===== config.mk =====
export PLATFORM = sky130hd
export DESIGN_NAME = scratch_rom_arb
export DESIGN_NICKNAME = d
export VERILOG_FILES = /design/src/rtl/scratch_rom_arb.sv
export SDC_FILE = /design/constraint.sdc
export NUM_CORES = 1
export LEC_CHECK = 0
export ABC_AREA = 1
export BUFFER_PORTS_ARGS = -buffer_cell sky130_fd_sc_hd__buf_4
export CORE_ASPECT_RATIO = 0.5
export CORE_UTILIZATION = 46
export CTS_CLUSTER_SIZE = 12
export DETAILED_ROUTE_END_ITERATION = 10
export PLACE_DENSITY = 0.78
export SYNTH_ARGS = -nofsm -noshare
export SYNTH_HDL_FRONTEND = slang
export SYNTH_SLANG_ARGS = --single-unit

===== constraint.sdc =====
create_clock -name clk -period 3.7 [get_ports clk]
set_input_delay 0.37 -clock clk [delete_from_list [all_inputs] [get_ports clk]]
set_output_delay 0.37 -clock clk [all_outputs]
set_load 0.03 [all_outputs]

===== src/rtl/scratch_rom_arb.sv =====
// Purpose : N-channel SDRAM ROM read arbiter with a one-word tagged cache per channel.
// Latency : a hit shows ch_ok in the same cycle; a miss raises sdram_req one cycle later,
//           and ch_ok rises the cycle after data_rdy.
// Backpres: sdram_req is held with a stable sdram_addr until sdram_ack. Misses wait in
//           round-robin order. Nothing is issued while downloading is high.
//
// Ports:
//   clk, rst_n        system clock, asynchronous active-low reset
//   ch_cs, ch_addr    per-channel read strobe and word address (channel i at [i*AW +: AW])
//   ch_data, ch_ok    per-channel cached word (channel i at [i*DW +: DW]) and its hit flag
//   downloading       ROM download in progress: invalidates the caches and blocks requests
//   sdram_req/addr    read request to the SDRAM controller, held until sdram_ack
//   sdram_ack         controller accepted the request
//   data_rdy/read     returned read data
//   refresh_en        controller may refresh (arbiter idle and nothing to fetch)

module scratch_rom_arb #(
   parameter int CH = 4,
   parameter int AW = 22,
   parameter int DW = 32
) (
   input  logic             clk,
   input  logic             rst_n,
   input  logic [CH-1:0]    ch_cs,
   input  logic [CH*AW-1:0] ch_addr,
   output logic [CH*DW-1:0] ch_data,
   output logic [CH-1:0]    ch_ok,
   input  logic             downloading,
   output logic             sdram_req,
   output logic [AW-1:0]    sdram_addr,
   input  logic             sdram_ack,
   input  logic             data_rdy,
   input  logic [DW-1:0]    data_read,
   output logic             refresh_en
);

   localparam int GW = (CH > 1) ? $clog2(CH) : 1;

   typedef enum logic [1:0] {
      IDLE = 2'd0,
      REQ  = 2'd1,
      WAIT = 2'd2
   } state_t;

   state_t        state;
   logic [GW-1:0] grant;
   logic [GW-1:0] ptr;
   logic [GW-1:0] ptr_next;
   logic [AW-1:0] cur_addr;
   logic          dl_seen;
   logic          busy;

   logic [AW-1:0] tag    [CH];
   logic [DW-1:0] data_q [CH];
   logic [CH-1:0] valid;

   logic [CH-1:0] hit;
   logic [CH-1:0] miss;
   logic          any_miss;
   logic          found;
   logic [GW-1:0] winner;
   logic [AW-1:0] win_addr;

   assign busy = (state != IDLE);

   // Hit/miss per channel. A channel that is being served is not counted
   // as missing, so it cannot be granted twice for the same fetch. Hits
   // are suppressed while a download rewrites the ROM contents.
   always_comb begin
      hit  = '0;
      miss = '0;
      for (int i = 0; i < CH; i++) begin
         hit[i]  = ch_cs[i] & valid[i] & ~downloading &
                   (ch_addr[i*AW +: AW] == tag[i]);
         miss[i] = ch_cs[i] & ~hit[i] & ~(busy & (grant == GW'(i)));
      end
   end

   assign any_miss = |miss;
   assign ch_ok    = hit;

   // Round-robin pick: the first missing channel at or above ptr, wrapping.
   // The outer loop runs over search distance, so the closest one wins.
   always_comb begin
      found    = 1'b0;
      winner   = ptr;
      win_addr = '0;
      for (int k = 0; k < CH; k++) begin
         for (int j = 0; j < CH; j++) begin
            if (!found && miss[j] && (j == ((int'(ptr) + k) % CH))) begin
               found    = 1'b1;
               winner   = GW'(j);
               win_addr = ch_addr[j*AW +: AW];
            end
         end
      end
   end

   // The channel after the one just served becomes the head of the search.
   // With CH=1 this is always 0.
   assign ptr_next = (grant == GW'(CH - 1)) ? '0 : grant + 1'b1;

   // Refresh is allowed only when the arbiter is idle. That means either
   // there is nothing to fetch, or a download is blocking fetches anyway.
   assign refresh_en = (state == IDLE) & (downloading | ~any_miss);

   always_comb begin
      ch_data = '0;
      for (int i = 0; i < CH; i++) begin
         ch_data[i*DW +: DW] = data_q[i];
      end
   end

   always_ff @(posedge clk or negedge rst_n) begin
      if (!rst_n) begin
         state      <= IDLE;
         grant      <= '0;
         ptr        <= '0;
         cur_addr   <= '0;
         sdram_req  <= 1'b0;
         sdram_addr <= '0;
         dl_seen    <= 1'b0;
         valid      <= '0;
         for (int i = 0; i < CH; i++) begin
            tag[i]    <= '0;
            data_q[i] <= '0;
         end
      end else begin
         case (state)
            IDLE: begin
               if (!downloading && any_miss) begin
                  grant      <= winner;
                  cur_addr   <= win_addr;
                  sdram_addr <= win_addr;
                  sdram_req  <= 1'b1;
                  dl_seen    <= 1'b0;
                  state      <= REQ;
               end
            end
            REQ: begin
               if (sdram_ack) begin
                  sdram_req <= 1'b0;
                  state     <= WAIT;
               end
            end
            WAIT: begin
               if (data_rdy) begin
                  // The fill goes under the address that was captured at
                  // grant time, not the channel's current address. A download
                  // seen at any point in the fetch leaves the entry invalid.
                  for (int i = 0; i < CH; i++) begin
                     if (grant == GW'(i)) begin
                        tag[i]    <= cur_addr;
                        data_q[i] <= data_read;
                        if (!downloading && !dl_seen) begin
                           valid[i] <= 1'b1;
                        end
                     end
                  end
                  ptr   <= ptr_next;
                  state <= IDLE;
               end
            end
            default: begin
               sdram_req <= 1'b0;
               state     <= IDLE;
            end
         endcase

         if (downloading && busy) begin
            dl_seen <= 1'b1;
         end

         // Placed last so it overrides any fill landing in the same cycle.
         if (downloading) begin
            valid <= '0;
         end
      end
   end

endmodule


==> Yosys cells after proc, flatten, opt, wreduce, memory -nomap -nowiden <==
Cells that the tools add are included.
{ "op_classes": {"bitwise": 40, "reduce_logical": 84, "n_eq_ne": 24, "add_sub_neg": 4, "n_mux": 66} }
{ "op_table": {"columns": ["op", "n"], "rows": [
  ["22-bit two-way mux", 16],
  ["32-bit zero test", 4],
  ["22-bit equality test", 4],
  ["2-bit two-way mux", 20],
  ["1-bit logical AND", 34],
  ["1-bit AND", 25],
  ["1-bit two-way mux", 25],
  ["2-bit nonzero test", 10],
  ["3-bit equality test (first input constant)", 6],
  ["3-bit AND reduction", 6],
  ["1-bit zero test", 17],
  ["4-bit AND reduction", 4],
  ["4-bit two-way mux", 3],
  ["1-bit NOT", 11],
  ["2-bit by 3-bit equality test with 1-bit output (first input constant)", 3],
  ["2-bit equality test (second input constant)", 3],
  ["2-bit one-hot mux with 3 select lines", 1],
  ["2-bit AND reduction", 3],
  ["2-bit OR reduction", 3],
  ["2-bit by 1-bit adder with 2-bit output (second input constant)", 2],
  ["2-bit adder (second input constant)", 2],
  ["2-bit by 1-bit equality test with 1-bit output (second input constant)", 2],
  ["2-bit equality test (first input constant)", 2],
  ["2-bit zero test", 2],
  ["7 further kinds", 10]
]} }
{ "totals": {"output_inout_bits": 156, "elab_cells": 236, "input_bits": 129, "ff_bits": 250} }

==> Logic depth before layout (Yosys ltp) <==
{ "logic_depth": {"depth_word": 68, "ltp_mapped": 24, "mapped_depth_nobuf": 23} }

==> Least setup slack after synthesis <==
Ideal clock, no wire load.
{ "synth_path": {"path_type": "flip-flop to flip-flop", "from": "register tag[82] in the netlist's numbering", "to": "register cur_addr[11]", "path_buffers": 1, "synth_period_minus_slack_ps": 2537, "arrival_ps": 2420, "t_required_ps": 3583, "slack_ps": 1163, "stages_incl_launch_ff": 19, "path_cell_list": "dfrtp_1 -> or2_1 -> nand2_1 -> nand3_1 -> nor2_1 -> nand3_1 -> nand3_2 -> nand3_2 -> nor2_4 -> nand4_1 -> nor2_2 -> nand4_2 -> nor3_4 -> nand3_2 -> inv_2 -> buf_4 -> a21oi_1 -> nand2_1 -> nand2_1"} }
{ "synth_via": {"elab_chain_cells": 67, "word_cells_on_any_way": 85, "cone_classes": "eq/ne (1); mux (31); bitwise (4); reduce/logical (49)"} }
{ "synth_rtl": {"columns": ["element", "line", "text"], "rows": [
  ["start, declared", "53", "logic [AW-1:0] tag [CH];"],
  ["start signal, assigned by index", "153", "tag[i] <= cur_addr;"],
  ["22-bit equality test *", "74", "(ch_addr[i*AW +: AW] == tag[i]);"],
  ["1-bit AND *", "73", "hit[i] = ch_cs[i] & valid[i] & ~downloading &"],
  ["1-bit NOT *", "75", "miss[i] = ch_cs[i] & ~hit[i] & ~(busy & (grant == GW'(i)));"],
  ["1-bit AND * (2 in a row)", "75", null],
  ["1-bit logical AND", "90", "if (!found && miss[j] && (j == ((int'(ptr) + k) % CH))) begin"],
  ["1-bit two-way mux", "90", null],
  ["1-bit zero test", "90", null],
  ["1-bit logical AND (2 in a row)", "90", null],
  ["[... 46 more ...]", null, null],
  ["1-bit logical AND (2 in a row)", "90", null],
  ["1-bit two-way mux", "90", null],
  ["1-bit zero test", "90", null],
  ["1-bit logical AND (2 in a row)", "90", null],
  ["1-bit two-way mux", "90", null],
  ["1-bit zero test", "90", null],
  ["1-bit logical AND (2 in a row)", "90", null],
  ["22-bit two-way mux", "90", null],
  ["end signal, assigned", "133", "cur_addr <= win_addr;"],
  ["end, declared", "49", "logic [AW-1:0] cur_addr;"]
]} }
Every way passes the cells marked *; elsewhere a longest branch is shown, timed or not.
A chain may end at the register's enable or synchronous reset.

==> Worst setup path in the final report <==
{ "layout_path": {"from": "register tag[40] in the netlist's numbering", "to": "register cur_addr[2]"} }
{ "layout_via": {"elab_chain_cells": 60, "word_cells_on_any_way": 76, "cone_classes": "eq/ne (1); mux (27); bitwise (4); reduce/logical (44)"} }
{ "layout_rtl": {"columns": ["element", "line"], "rows": [
  ["22-bit equality test *", "74"],
  ["1-bit AND *", "73"],
  ["1-bit NOT *", "75"],
  ["1-bit AND * (2 in a row)", "75"],
  ["1-bit logical AND (2 in a row)", "90"],
  ["1-bit two-way mux", "90"],
  ["1-bit zero test", "90"],
  ["1-bit logical AND (2 in a row)", "90"],
  ["[... 38 more ...]", null],
  ["1-bit logical AND (2 in a row)", "90"],
  ["1-bit two-way mux", "90"],
  ["1-bit zero test", "90"],
  ["1-bit logical AND (2 in a row)", "90"],
  ["1-bit two-way mux", "90"],
  ["1-bit zero test", "90"],
  ["1-bit logical AND (2 in a row)", "90"],
  ["22-bit two-way mux", "90"]
]} }
Marks and branches as above.

==> impl_metrics.csv <==
group,metric,value,unit
run_status,status,"complete, no violations",
placement,hpwl,39.1,mm
clocking,post_cts_buffers,0,
global_routing,track_usage,0.344,
layout,final_util,0.596,
yosys,synth_edf_count,0,
floorplanning,io_pins,285,
setup_path,r2r_cells,19,
setup_path,reg2reg_to,"cur_addr[2]",
yosys,yosysTopAreaCell,"dfrtp_1",
setup_path,cp-end-kind,"register",
yosys,synth_commonest_cells,"651 x nand2_1, 318 x nor2_1, 250 x dfrtp_1, 233 x o21ai_0, 194 x inv_1",
yosys,ys_types,33,
drt,drt_pass1_iterations,6,
setup_path,r2r-start,"tag[40]",
floorplanning,coreArea,0.0296,mm2
min_path,hold_class,"in2reg",
floorplanning,die_y,126,um
yosys,yosysWarnings,0,
yosys,synth-main-ff-cell,"dfrtp_1",
setup_path,crit_required,4.19,ns
floorplanning,die_w,250,um
sta,max_freq,0.289,GHz
floorplanning,rows,44,
yosys,synth_most_common_cell,"nand2_1",
layout,drive_gt1_frac,0.187,
global_routing,grt_pass1_wl,83.2,mm
global_routing,grt_pass1_vias,14003,
power,ir_drop,0.565,mV
setup_path,path_class,"reg2reg",
yosys,netlist_instances,2097,
power,powerDensity,897,mW/mm2
yosys,synthesis.area,0.0141,mm2
clocking,clock-sinks,250,
sta,rsz0062_at_grt,"false",
yosys,async_flop_share,1.00,
drt,viasPerCell,5.50,
drt,route.detailed.drc,0,
setup_path,critPathCapture,"cur_addr[2]",
sta,tightest_slew,1.25,ns
setup_path,startpoint_type,"register",
clocking,clock_latency,0.59,ns
sta,setup_viol,0,
flow_run,cap_violations,0,
layout,stdcell_area,0.0176,mm2
drt,drt_iter0_drc,1855,
sta,hold_violations,0,
floorplanning,dieArea,0.0315,mm2
yosys,ys_ff_latch,250,
placement,port_buffers,284,
global_routing,grt_max_degree,129,
global_routing,grt_overflow,0,
setup_path,worstPathMaxFanout,14,
clocking,cts-root-buf,"clkbuf_16",
setup_path,r2r_slack,0.24,ns
clocking,cts_buffers,26,
yosys,syn_area_per_cell,6.74,um2
global_routing,antenna_found_initial,2,
setup_path,crit_start,"tag[40]",
placement,place_congestion,1.08,
drt,post_drt_wl_per_cell,19.6,um
setup_path,arrival,3.95,ns
floorplanning,start_util,0.477,
yosys,synth_seq_area_share,0.443,
layout,nNetsFinal,2502,
layout,area_growth,24.8,%
yosys,yosys.area.top_type_share,0.443,
sta,skew,0.0387,ns
clocking,cts_repair_resize_count,0,
power,p_leak,9.55,nW
drt,wl,54.4,mm
yosys,synth_nets,2230,
sta,relSlewSlack,0.166,
clocking,path_clk_slew,0.06,ns
sta,period_minus_slack,3.46,ns
placement,place_area,0.0169,mm2
sta,finalCritPeriodShare,0.935,
yosys,synthTopCellsByArea,"dfrtp_1 44%, nand2_1 17%, nor2_1 8.4%",
clocking,cts_tree,"built",
drt,vias,15241,
sta,finalSetupTns,0,ns
clocking,cts_buffer_depth,3,
drt,ant_nets,0,
clocking,htree_levels,1,
sta,maxSlewViolCount,0,
[registers in the layout, summed over array words and instances, names as in the netlist]
name and count:
grant 2, tag 88, state 2, valid 4
ptr 2, ch_data 128, sdram_req 1, cur_addr 22
dl_seen 1
[routing by layer]
metal,part of all wire,track usage,wire length (um),up-vias
met5,0,0,0,-
met4,0.040,0.114,2190,0
met3,0.13,0.105,7130,186
met2,0.41,0.506,22500,929
met1,0.41,0.481,22500,7006
li1,-,-,-,7120
[area by class of cell]
cell class | instances | area, um2
clock inverters | 5 | 56.3
diodes | 2 | 5.00
flip-flops and latches | 250 | 6260
well taps | 391 | 489
clock buffers | 32 | 693
inverters | 257 | 965
repair buffers | 336 | 2590
fillers | 2861 | 12000
multi-input cells | 1498 | 6590
[what timing repair did]
item,CTS,global route
hold buffers,3,0
setup endpoints to repair,0,0
endpoints found under the hold margin,102,0
[report_power, final]
group          total (mW)  internal (mW)  switching (mW)
combinational        8.51           2.82            5.69
sequential           4.82           3.92           0.900
clock                2.48           1.32            1.16
[how the worst min path moves through the flow]
stage / cells after the start / startpoint / end
4_1_cts: 4 / data_rdy / state[1]
5_1_grt: 4 / data_rdy / state[1]
3_5_place_dp: 2 / ch_data[23] / ch_data[23]
2_1_floorplan: 0 / rst_n / ch_data[0]
6_report: 4 / data_rdy / state[1]
3_3_place_gp: 2 / ch_data[124] / ch_data[124]
[per-stage QoR]
stage | power, mW | cells | hold WS (ns) | setup WS (ns)
3_5_place_dp | 13.1 | 2729 | 0.474 | 0.421
6_report | 15.8 | 2771 | 0.0540 | 0.240
2_1_floorplan | 9.77 | 2097 | 0.0744 | 1.16
3_3_place_gp | 13.0 | 2729 | 0.468 | 0.346
4_1_cts | 15.6 | 2769 | 0.0564 | 0.480
5_1_grt | 16.7 | 2771 | 0.0838 | 0.0293
[placed cells by master, fill, tap and decap left out, drive strengths merged, types with 5 or more instances in the layout]
cell type / count
nor3: 16
nor2: 321
clkbuf: 32
nand4: 60
nand2: 652
o21ai: 244
xor2: 12
inv: 257
clkinv: 5
xnor2: 9
buf: 333
dfrtp: 250
a21oi: 12
nand3: 155
[worst max-delay path, cell delays in order, from the launching register on]
cell and delay, ns:
dfrtp_1 0.41, xnor2_1 0.58, nand3_1 0.14, nor2_1 0.14, nand3_1 0.13, nand3_2 0.11
buf_4 0.25, inv_1 0.20, nor2_1 0.16, nand4_1 0.11, nor2_2 0.23, nand4_1 0.11
nor2_1 0.11, buf_4 0.24, nand3_1 0.10, nand3_1 0.10, nor2_1 0.04, nand3_1 0.06
nor2_1 0.08, nor2_1 0.09
[cell families after synthesis]
family,count (synthesis),synth area share
AND/OR/NAND/NOR,1206,0.351
buffers and inverters,349,0.0936
AO/OA/AOI/OAI,267,0.0964
flip-flops,250,0.443
XOR/XNOR,21,0.0130
adder cells (fa/ha/maj),4,0.00354
Power figures use the tool's default switching activity.
